[src/rtl/micro_apb_master.sv]
// -----------------------------------------------------------------------------
// micro_apb_master
//
// APB3 initiator driven by a simple command/response handshake. One transfer is
// outstanding at a time. A debug or boot path (for example a UART command
// parser) uses it to read and write peripheral registers.
//
// Optional feature macro: MICRO_APB_MASTER_TIMEOUT_EN
//   Defined   : ACCESS is force-terminated with an error response after TIMEOUT
//               cycles without apb_pready.
//   Undefined : ACCESS waits indefinitely for apb_pready.
//
// Parameters
//   ADDR_W   APB address width in bits
//   TIMEOUT  ACCESS-phase cycle limit (1..65535), only used with the macro
//
// Ports
//   clk, reset_n                 clock, asynchronous active-low reset
//   cmd_valid/cmd_ready          command handshake
//   cmd_write/addr/wdata         command payload
//   rsp_valid                    one-cycle response strobe (no backpressure)
//   rsp_rdata/rsp_error          response payload, held until the next response
//   apb_*                        APB3 master interface
// -----------------------------------------------------------------------------
module micro_apb_master #(
    parameter int ADDR_W  = 16,
    parameter int TIMEOUT = 255
) (
    input  logic              clk,
    input  logic              reset_n,
    input  logic              cmd_valid,
    output logic              cmd_ready,
    input  logic              cmd_write,
    input  logic [ADDR_W-1:0] cmd_addr,
    input  logic [31:0]       cmd_wdata,
    output logic              rsp_valid,
    output logic [31:0]       rsp_rdata,
    output logic              rsp_error,
    output logic              apb_psel,
    output logic              apb_penable,
    output logic              apb_pwrite,
    output logic [ADDR_W-1:0] apb_paddr,
    output logic [31:0]       apb_pwdata,
    input  logic [31:0]       apb_prdata,
    input  logic              apb_pready,
    input  logic              apb_pslverr
);

    typedef enum logic [1:0] {
        ST_IDLE   = 2'd0,
        ST_SETUP  = 2'd1,
        ST_ACCESS = 2'd2
    } state_t;

    state_t r_state;

    // Elaboration-time guard on the timeout range
    if (TIMEOUT < 1 || TIMEOUT > 65535) begin : g_timeout_range
        $error("micro_apb_master: TIMEOUT out of range 1..65535");
    end

`ifdef MICRO_APB_MASTER_TIMEOUT_EN
    // The counter holds the number of pready=0 ACCESS cycles already completed,
    // so the limit is reached on the edge ending the TIMEOUT-th waiting cycle.
    localparam logic [15:0] TO_LAST = 16'(TIMEOUT - 1);
    logic [15:0] r_to_cnt;
`endif

    // Transfer FSM; every output is a register updated here
    always_ff @(posedge clk or negedge reset_n) begin
        if (!reset_n) begin
            r_state     <= ST_IDLE;
            cmd_ready   <= 1'b1;
            rsp_valid   <= 1'b0;
            rsp_rdata   <= 32'h0000_0000;
            rsp_error   <= 1'b0;
            apb_psel    <= 1'b0;
            apb_penable <= 1'b0;
            apb_pwrite  <= 1'b0;
            apb_paddr   <= '0;
            apb_pwdata  <= 32'h0000_0000;
`ifdef MICRO_APB_MASTER_TIMEOUT_EN
            r_to_cnt    <= 16'd0;
`endif
        end else begin
            // Response strobe is a single-cycle pulse
            rsp_valid <= 1'b0;
            case (r_state)
                ST_IDLE: begin
                    if (cmd_valid && cmd_ready) begin
                        apb_pwrite <= cmd_write;
                        apb_paddr  <= cmd_addr;
                        apb_pwdata <= cmd_wdata;
                        apb_psel   <= 1'b1;
                        cmd_ready  <= 1'b0;
                        r_state    <= ST_SETUP;
                    end
                end
                ST_SETUP: begin
                    apb_penable <= 1'b1;
                    r_state     <= ST_ACCESS;
`ifdef MICRO_APB_MASTER_TIMEOUT_EN
                    r_to_cnt    <= 16'd0;
`endif
                end
                ST_ACCESS: begin
                    if (apb_pready) begin
                        // Normal completion wins over a coincident timeout
                        apb_psel    <= 1'b0;
                        apb_penable <= 1'b0;
                        rsp_valid   <= 1'b1;
                        rsp_rdata   <= apb_pwrite ? 32'h0000_0000 : apb_prdata;
                        rsp_error   <= apb_pslverr;
                        cmd_ready   <= 1'b1;
                        r_state     <= ST_IDLE;
                    end
`ifdef MICRO_APB_MASTER_TIMEOUT_EN
                    else if (r_to_cnt == TO_LAST) begin
                        apb_psel    <= 1'b0;
                        apb_penable <= 1'b0;
                        rsp_valid   <= 1'b1;
                        rsp_rdata   <= 32'h0000_0000;
                        rsp_error   <= 1'b1;
                        cmd_ready   <= 1'b1;
                        r_state     <= ST_IDLE;
                    end else begin
                        r_to_cnt <= r_to_cnt + 16'd1;
                    end
`endif
                end
                default: begin
                    // Unreachable encoding: drop the bus and return to idle
                    apb_psel    <= 1'b0;
                    apb_penable <= 1'b0;
                    cmd_ready   <= 1'b1;
                    r_state     <= ST_IDLE;
                end
            endcase
        end
    end

endmodule

[config.mk]
export PLATFORM = sky130hd
export DESIGN_NAME = micro_apb_master
export DESIGN_NICKNAME = d
export VERILOG_FILES = /design/src/rtl/micro_apb_master.sv
export SDC_FILE = /design/constraint.sdc
export NUM_CORES = 1
export LEC_CHECK = 0
export CAP_MARGIN = 5
export CORE_MARGIN = 4
export CORE_UTILIZATION = 40
export CTS_CLUSTER_DIAMETER = 100
export CTS_CLUSTER_SIZE = 24
export DETAILED_ROUTE_END_ITERATION = 6
export HOLD_SLACK_MARGIN = 0.08
export PLACE_DENSITY_LB_ADDON = 0.12
export SLEW_MARGIN = 5
export SYNTH_ARGS = -nofsm -noshare
export SYNTH_HDL_FRONTEND = slang
export SYNTH_SLANG_ARGS = --single-unit
export TNS_END_PERCENT = 30
[constraint.sdc]
create_clock -name clk -period 2.64 [get_ports clk]
set_input_delay 0.264 -clock clk [delete_from_list [all_inputs] [get_ports clk]]
set_output_delay 0.264 -clock clk [all_outputs]
set_load 0.005 [all_outputs]
* After elaboration in Yosys (flattened, before gate mapping) *
Cells that the tools add are included.

word-level totals
  register bits = 88
  bits in latches = 0
  memory bits (writable) = 0
  bits in read-only memories = 0
  input port bits = 86
  output and inout port bits = 86
  logic and storage cells = 36
  memories = 0

operators by class
  add/sub/neg operators = 0
  multipliers = 0
  div/mod/pow operators = 0
  order comparisons = 0
  equality and inequality tests = 4
  shift-type cells = 0
  muxes and demuxes = 13
  bitwise logic cells = 2
  reduce and logical (&&, ||, !) cells = 7

operators by type and width
  kind                  count
  $mux W32              1
  $pmux W1 S3           3
  $reduce_and A2 Y1     4
  $mux W1               6
  $pmux W2 S3           1
  $mux W2               2
  $ne A2 B2 Y1 const B  2
  $reduce_and A3 Y1     1
  $eq A2 B1 Y1 const B  1
  $eq A2 B2 Y1 const B  1
  $logic_not A2 Y1      1
  $not A1 Y1            2
  $logic_and A1 B1 Y1   1

* Logic depth before layout (Yosys ltp) *
  depth after elaboration = 3
  gate-level depth with buffers = 5
  gate-level depth less buffers = 3

* Worst setup path after synthesis *
Ideal clock, no wire load.

  kind = register to register
  start = reg cmd_ready
  end = reg apb_paddr[0]
  library setup time = 0.125 ns
  data arrival time = 1.326 ns
  required time = 2.515 ns
  setup slack = 1.189 ns
  stages on the path, launching flop included = 5
  buffers on the path = 2
  clock period less this slack = 1.451 ns
  cells stage by stage = dfstp_2 -> and4bb_1 -> buf_6 -> buf_12 -> mux2_4

between the ends
  longest elaborated chain between the ends = 2

RTL lines
  item                                line  RTL
  start, declared                     32    output logic cmd_ready,
  start signal, assigned              73    cmd_ready <= 1'b1;
  start signal, assigned              95    cmd_ready <= 1'b0;
  start signal, assigned              114   cmd_ready <= 1'b1;
  $logic_and A1 B1 Y1                 90    if (cmd_valid && cmd_ready) begin
  $reduce_and A2 Y1 (no source line)  -
  end signal, assigned                92    apb_paddr <= cmd_addr;
  end, declared                       42    output logic [ADDR_W-1:0] apb_paddr,

Every way passes these cells.
A chain may end at the register's enable or synchronous reset.

* Worst setup path after layout *
  start = reg cmd_ready
  end = reg apb_pwdata[6]

between the ends
  longest elaborated chain between the ends = 2

RTL lines
  item                                line  RTL
  $logic_and A1 B1 Y1                 90
  $reduce_and A2 Y1 (no source line)  -
  end signal, assigned                93    apb_pwdata <= cmd_wdata;
  end, declared                       43    output logic [31:0] apb_pwdata,

Every way passes these cells.

==> results.rst <==
.. list-table::
   :header-rows: 1

   * - Metric
     - Value
   * - Run status
     - complete, no violations
   * - Number of vias per cell
     - 4.620
   * - Pre-CTS setup slack
     - between 600 and 700 ps
   * - Power Dens Cells
     - approximately 650 mW/mm^2
   * - Clock-pin slew reported for the worst setup and hold paths after clock tree synthesis
     - approximately 90 ps
   * - Area post-placement
     - 0.005421 mm^2
   * - DRC violation count after routing
     - 0
   * - Layout Utilization
     - 64.01%
   * - CTS root buffer
     - clkbuf_8
   * - Die outline width
     - just over 100 um
   * - Sum of net half-perimeters after detailed placement
     - 6232 um
   * - Dominant combinational cell family by area after synthesis
     - multiplexers
   * - Maximum clock frequency
     - 582.6 MHz
   * - Deepest level of the CTS H-tree
     - 3
   * - Post-synthesis average cell area
     - ~14 um^2
   * - Largest net degree at the start of global routing
     - 67
   * - Largest stage delay on the critical path
     - 560 ps
   * - Clock latency on the worst-skew pair
     - 340 ps
   * - Antenna violations before repair
     - 0
   * - Worst Clk Skew
     - 11.16 ps
   * - Count of routing violations after the opening detailed-route iteration
     - 37
   * - I/O pins
     - about 170
   * - Worst reg2reg startpoint
     - cmd_ready$_DFFE_PN1P_
   * - Share of synthesized area spent on multiplexers
     - 20.27%
   * - End point of the most critical hold path
     - rsp_rdata[27]$_DFFE_PN0P_
   * - Min-delay worst type
     - input port to register
   * - CP Max Fanout
     - 30
   * - Compound-Gate Fraction of Synth Area
     - 5.392%
   * - Final hold slack
     - approximately 470 ps
   * - CP Data Required Time
     - 2870 ps
   * - Yosys warns
     - 0
   * - Multi-input gate area
     - 0.001304 mm^2
   * - GR Util met2
     - 26.92%
   * - Category of the most critical setup path
     - register to register
   * - Post-synthesis register bit count
     - 88
   * - Final non-filler cell total
     - 548
   * - Worst-case reg-to-reg path depth
     - 3
   * - Setup TNS
     - 0 ps
   * - Parity-gate share of the synthesized area counting xor and xnor cells
     - 0%
   * - Total wire length after detailed routing
     - 8610 um
   * - Number of input and output port buffers inserted
     - ~170
   * - GR met3 Demand/Resource
     - 4.415%
   * - Share of the yosys chip area belonging to registers
     - approximately 60%
   * - Layout Nets
     - 521
   * - Die Outline Area
     - 0.01076 mm^2
   * - Area of the placeable core
     - roughly 0.0088 mm^2
   * - Worst setup path startpoint
     - cmd_ready$_DFFE_PN1P_
   * - Final Instance Area
     - 0.005637 mm^2
   * - Kind of end point of the critical path
     - register
   * - Worst-case clock buffer depth
     - 2
   * - Share of layout cells above drive strength 1
     - between 10% and 20%
   * - ANT nets after route
     - 0
   * - First-pass GRT wire length
     - 14,120 um
   * - Post-synthesis share of cell area spent on full adders, half adders and majority gates
     - 0%
   * - Fill count
     - 703
   * - Critical Path AT
     - slightly below 2000 ps
   * - Post-placement cell count
     - 531
   * - Master of the slowest instance on the critical path
     - dfstp_2
   * - Area leader, netlist
     - dfrtp_1
   * - Drt first pass iters
     - 4
   * - Worst IR Drop VDD
     - 0.2719 mV
   * - Mapped Nets
     - 349
   * - Number of stages on the worst hold path
     - 3
   * - Via count
     - 2,532
   * - Number of buffers added by the clock tree synthesis step
     - 9
   * - Global routing met1 resource utilization
     - 20.18%
   * - Max-Slew Margin vs Limit
     - 52.23%
   * - Synth top area cells
     - dfrtp_1, mux2_4, nand2b_1, o21ai_0, nand2_1
   * - Initial core utilization
     - 41.63%
   * - Unrepaired setup endpoints after global routing
     - false
   * - Global-route total usage across every layer
     - 16.20%
   * - Vertical die dimension
     - 103.7 um
   * - Post-synth design cell area
     - about 0.0037 mm^2
   * - Hold Vio Cnt, Final
     - 0
   * - Max-capacitance violation count
     - 0
   * - Most heavily used metal layer in global routing
     - met2
   * - Total congestion overflow
     - 0
   * - Sequential cell area
     - 0.002203 mm^2
   * - Final Max Slew Viols
     - 0
   * - Area grow syn2layout
     - 53.75%
   * - Worst Setup Slack, final
     - 923.6 ps
   * - FF-to-FF End
     - apb_pwdata[6]$_DFFE_PN0P_
   * - Post-synthesis cell count
     - 263
   * - Worst Tran Pin Value
     - 716.6 ps
   * - Endpoints failing setup
     - 0
   * - Tcrit/Tclk final
     - 65.02%
   * - Leakage
     - 2.523 nW
   * - Simple-gate portion of the synthesized area
     - under 10%
   * - Number of global-route vias before repair
     - 2,752
   * - Number of library cell types mapped by synthesis
     - 21
   * - TritonCTS clock tree
     - yes
   * - Setup slack on the worst flop-to-flop path
     - between 900 and 1000 ps
   * - Total number of clock tree sinks
     - 88
   * - Total inserted antenna cells
     - 0
   * - Number of post-CTS setup repair buffers
     - 0
   * - Pwr Total
     - ~3.7 mW
   * - Source of the worst hold timing path
     - apb_prdata[27]
   * - Chain of cells forming the critical path
     - and4bb_4 > buf_4 > mux2_4
   * - Proportion of netlist area held by the largest area contributor
     - 59.39%
   * - Min Clock Period, post-route
     - 1716 ps
   * - Final GP Congestion
     - roughly 0.74
   * - Worst setup SP type
     - register
   * - Post-DR wirelength/cell
     - 15.71 um
   * - Row count
     - 34
synth_stat cells:
cell,count
dfrtp_1,87
mux2_4,48
nand2b_1,33
o21ai_0,33
nand2_1,32
buf_12,5
buf_2,5
clkbuf_1,4
inv_1,2
mux2_2,2
nor2_1,2
a21o_2,1
a21oi_1,1
and4bb_1,1
buf_1,1
buf_6,1
dfstp_2,1
nand3b_1,1
nor3_1,1
o22a_1,1
o22a_2,1
kinds of logic after synthesis:
logic type,Yosys count
multiplexers,50
buffers and inverters,18
AND/OR/NAND/NOR,70
AO/OA/AOI/OAI,37
flip-flops,88
layer usage:
| metal | part of all wire (%) | vias to the layer above |
|---|---|---|
| met5 | 0 | - |
| met4 | 1.8 | 0 |
| met3 | 5.7 | 12 |
| met2 | 48 | 90 |
| met1 | 44 | 1212 |
| li1 | - | 1218 |
flip-flops by register name, indices dropped and copies added, names as in the netlist, 2 cells and up:
register,cells
apb_pwdata,32
rsp_rdata,32
r_state,2
apb_paddr,16
cell usage in the layout, fill, tap and decap left out, drive strengths merged, types with 2 or more instances in the layout:
cell | synthesis | routed
buf | 12 | 6
clkbuf | 4 | 10
clkdlybuf4s50 | 0 | 170
clkinv | 0 | 2
clkinvlp | 0 | 2
dfrtp | 87 | 87
inv | 2 | 3
mux2 | 50 | 50
nand2 | 32 | 32
nand2b | 33 | 33
nor2 | 2 | 2
o21ai | 33 | 33
o22a | 2 | 2
how the worst max path moves through the flow:
stage	cells after the start	slack [ps]	to
after CTS	3	910	apb_pwdata[5]$_DFFE_PN0P_
after floorplan	4	1190	apb_paddr[0]$_DFFE_PN0P_
final	3	920	apb_pwdata[6]$_DFFE_PN0P_
after detailed placement	4	690	apb_pwdata[5]$_DFFE_PN0P_
after global placement	4	720	apb_pwdata[2]$_DFFE_PN0P_
after global routing	3	870	apb_pwdata[5]$_DFFE_PN0P_
critical path: cells and delay by family, from the launching register on:
kind                   cells  cell delay (ps)
flip-flops                 1              560
AND/OR/NAND/NOR            1              230
buffers and inverters      1              440
multiplexers               1              340
area by class of cell:
class / count / share of cell area (%)
sequential: 88 / 39.09
timing repair buffer: 177 / 31.61
multi-input combinational: 157 / 23.13
clock buffer: 10 / 2.442
tap: 108 / 2.397
clock inverter: 6 / 1.199
inverter: 2 / 0.1332
power by group:
part | switching [mW] | internal, mW
Combinational | 0.291 | 0.727
Sequential | 0.129 | 1.59
Clock | 0.484 | 0.467
Total | 0.904 | 2.78
timing repair:
action	in CTS	in global routing
hold buffers	1	0
endpoints found under the hold margin	55	0
gates resized for setup	0	0
Power figures use the tool's default switching activity.
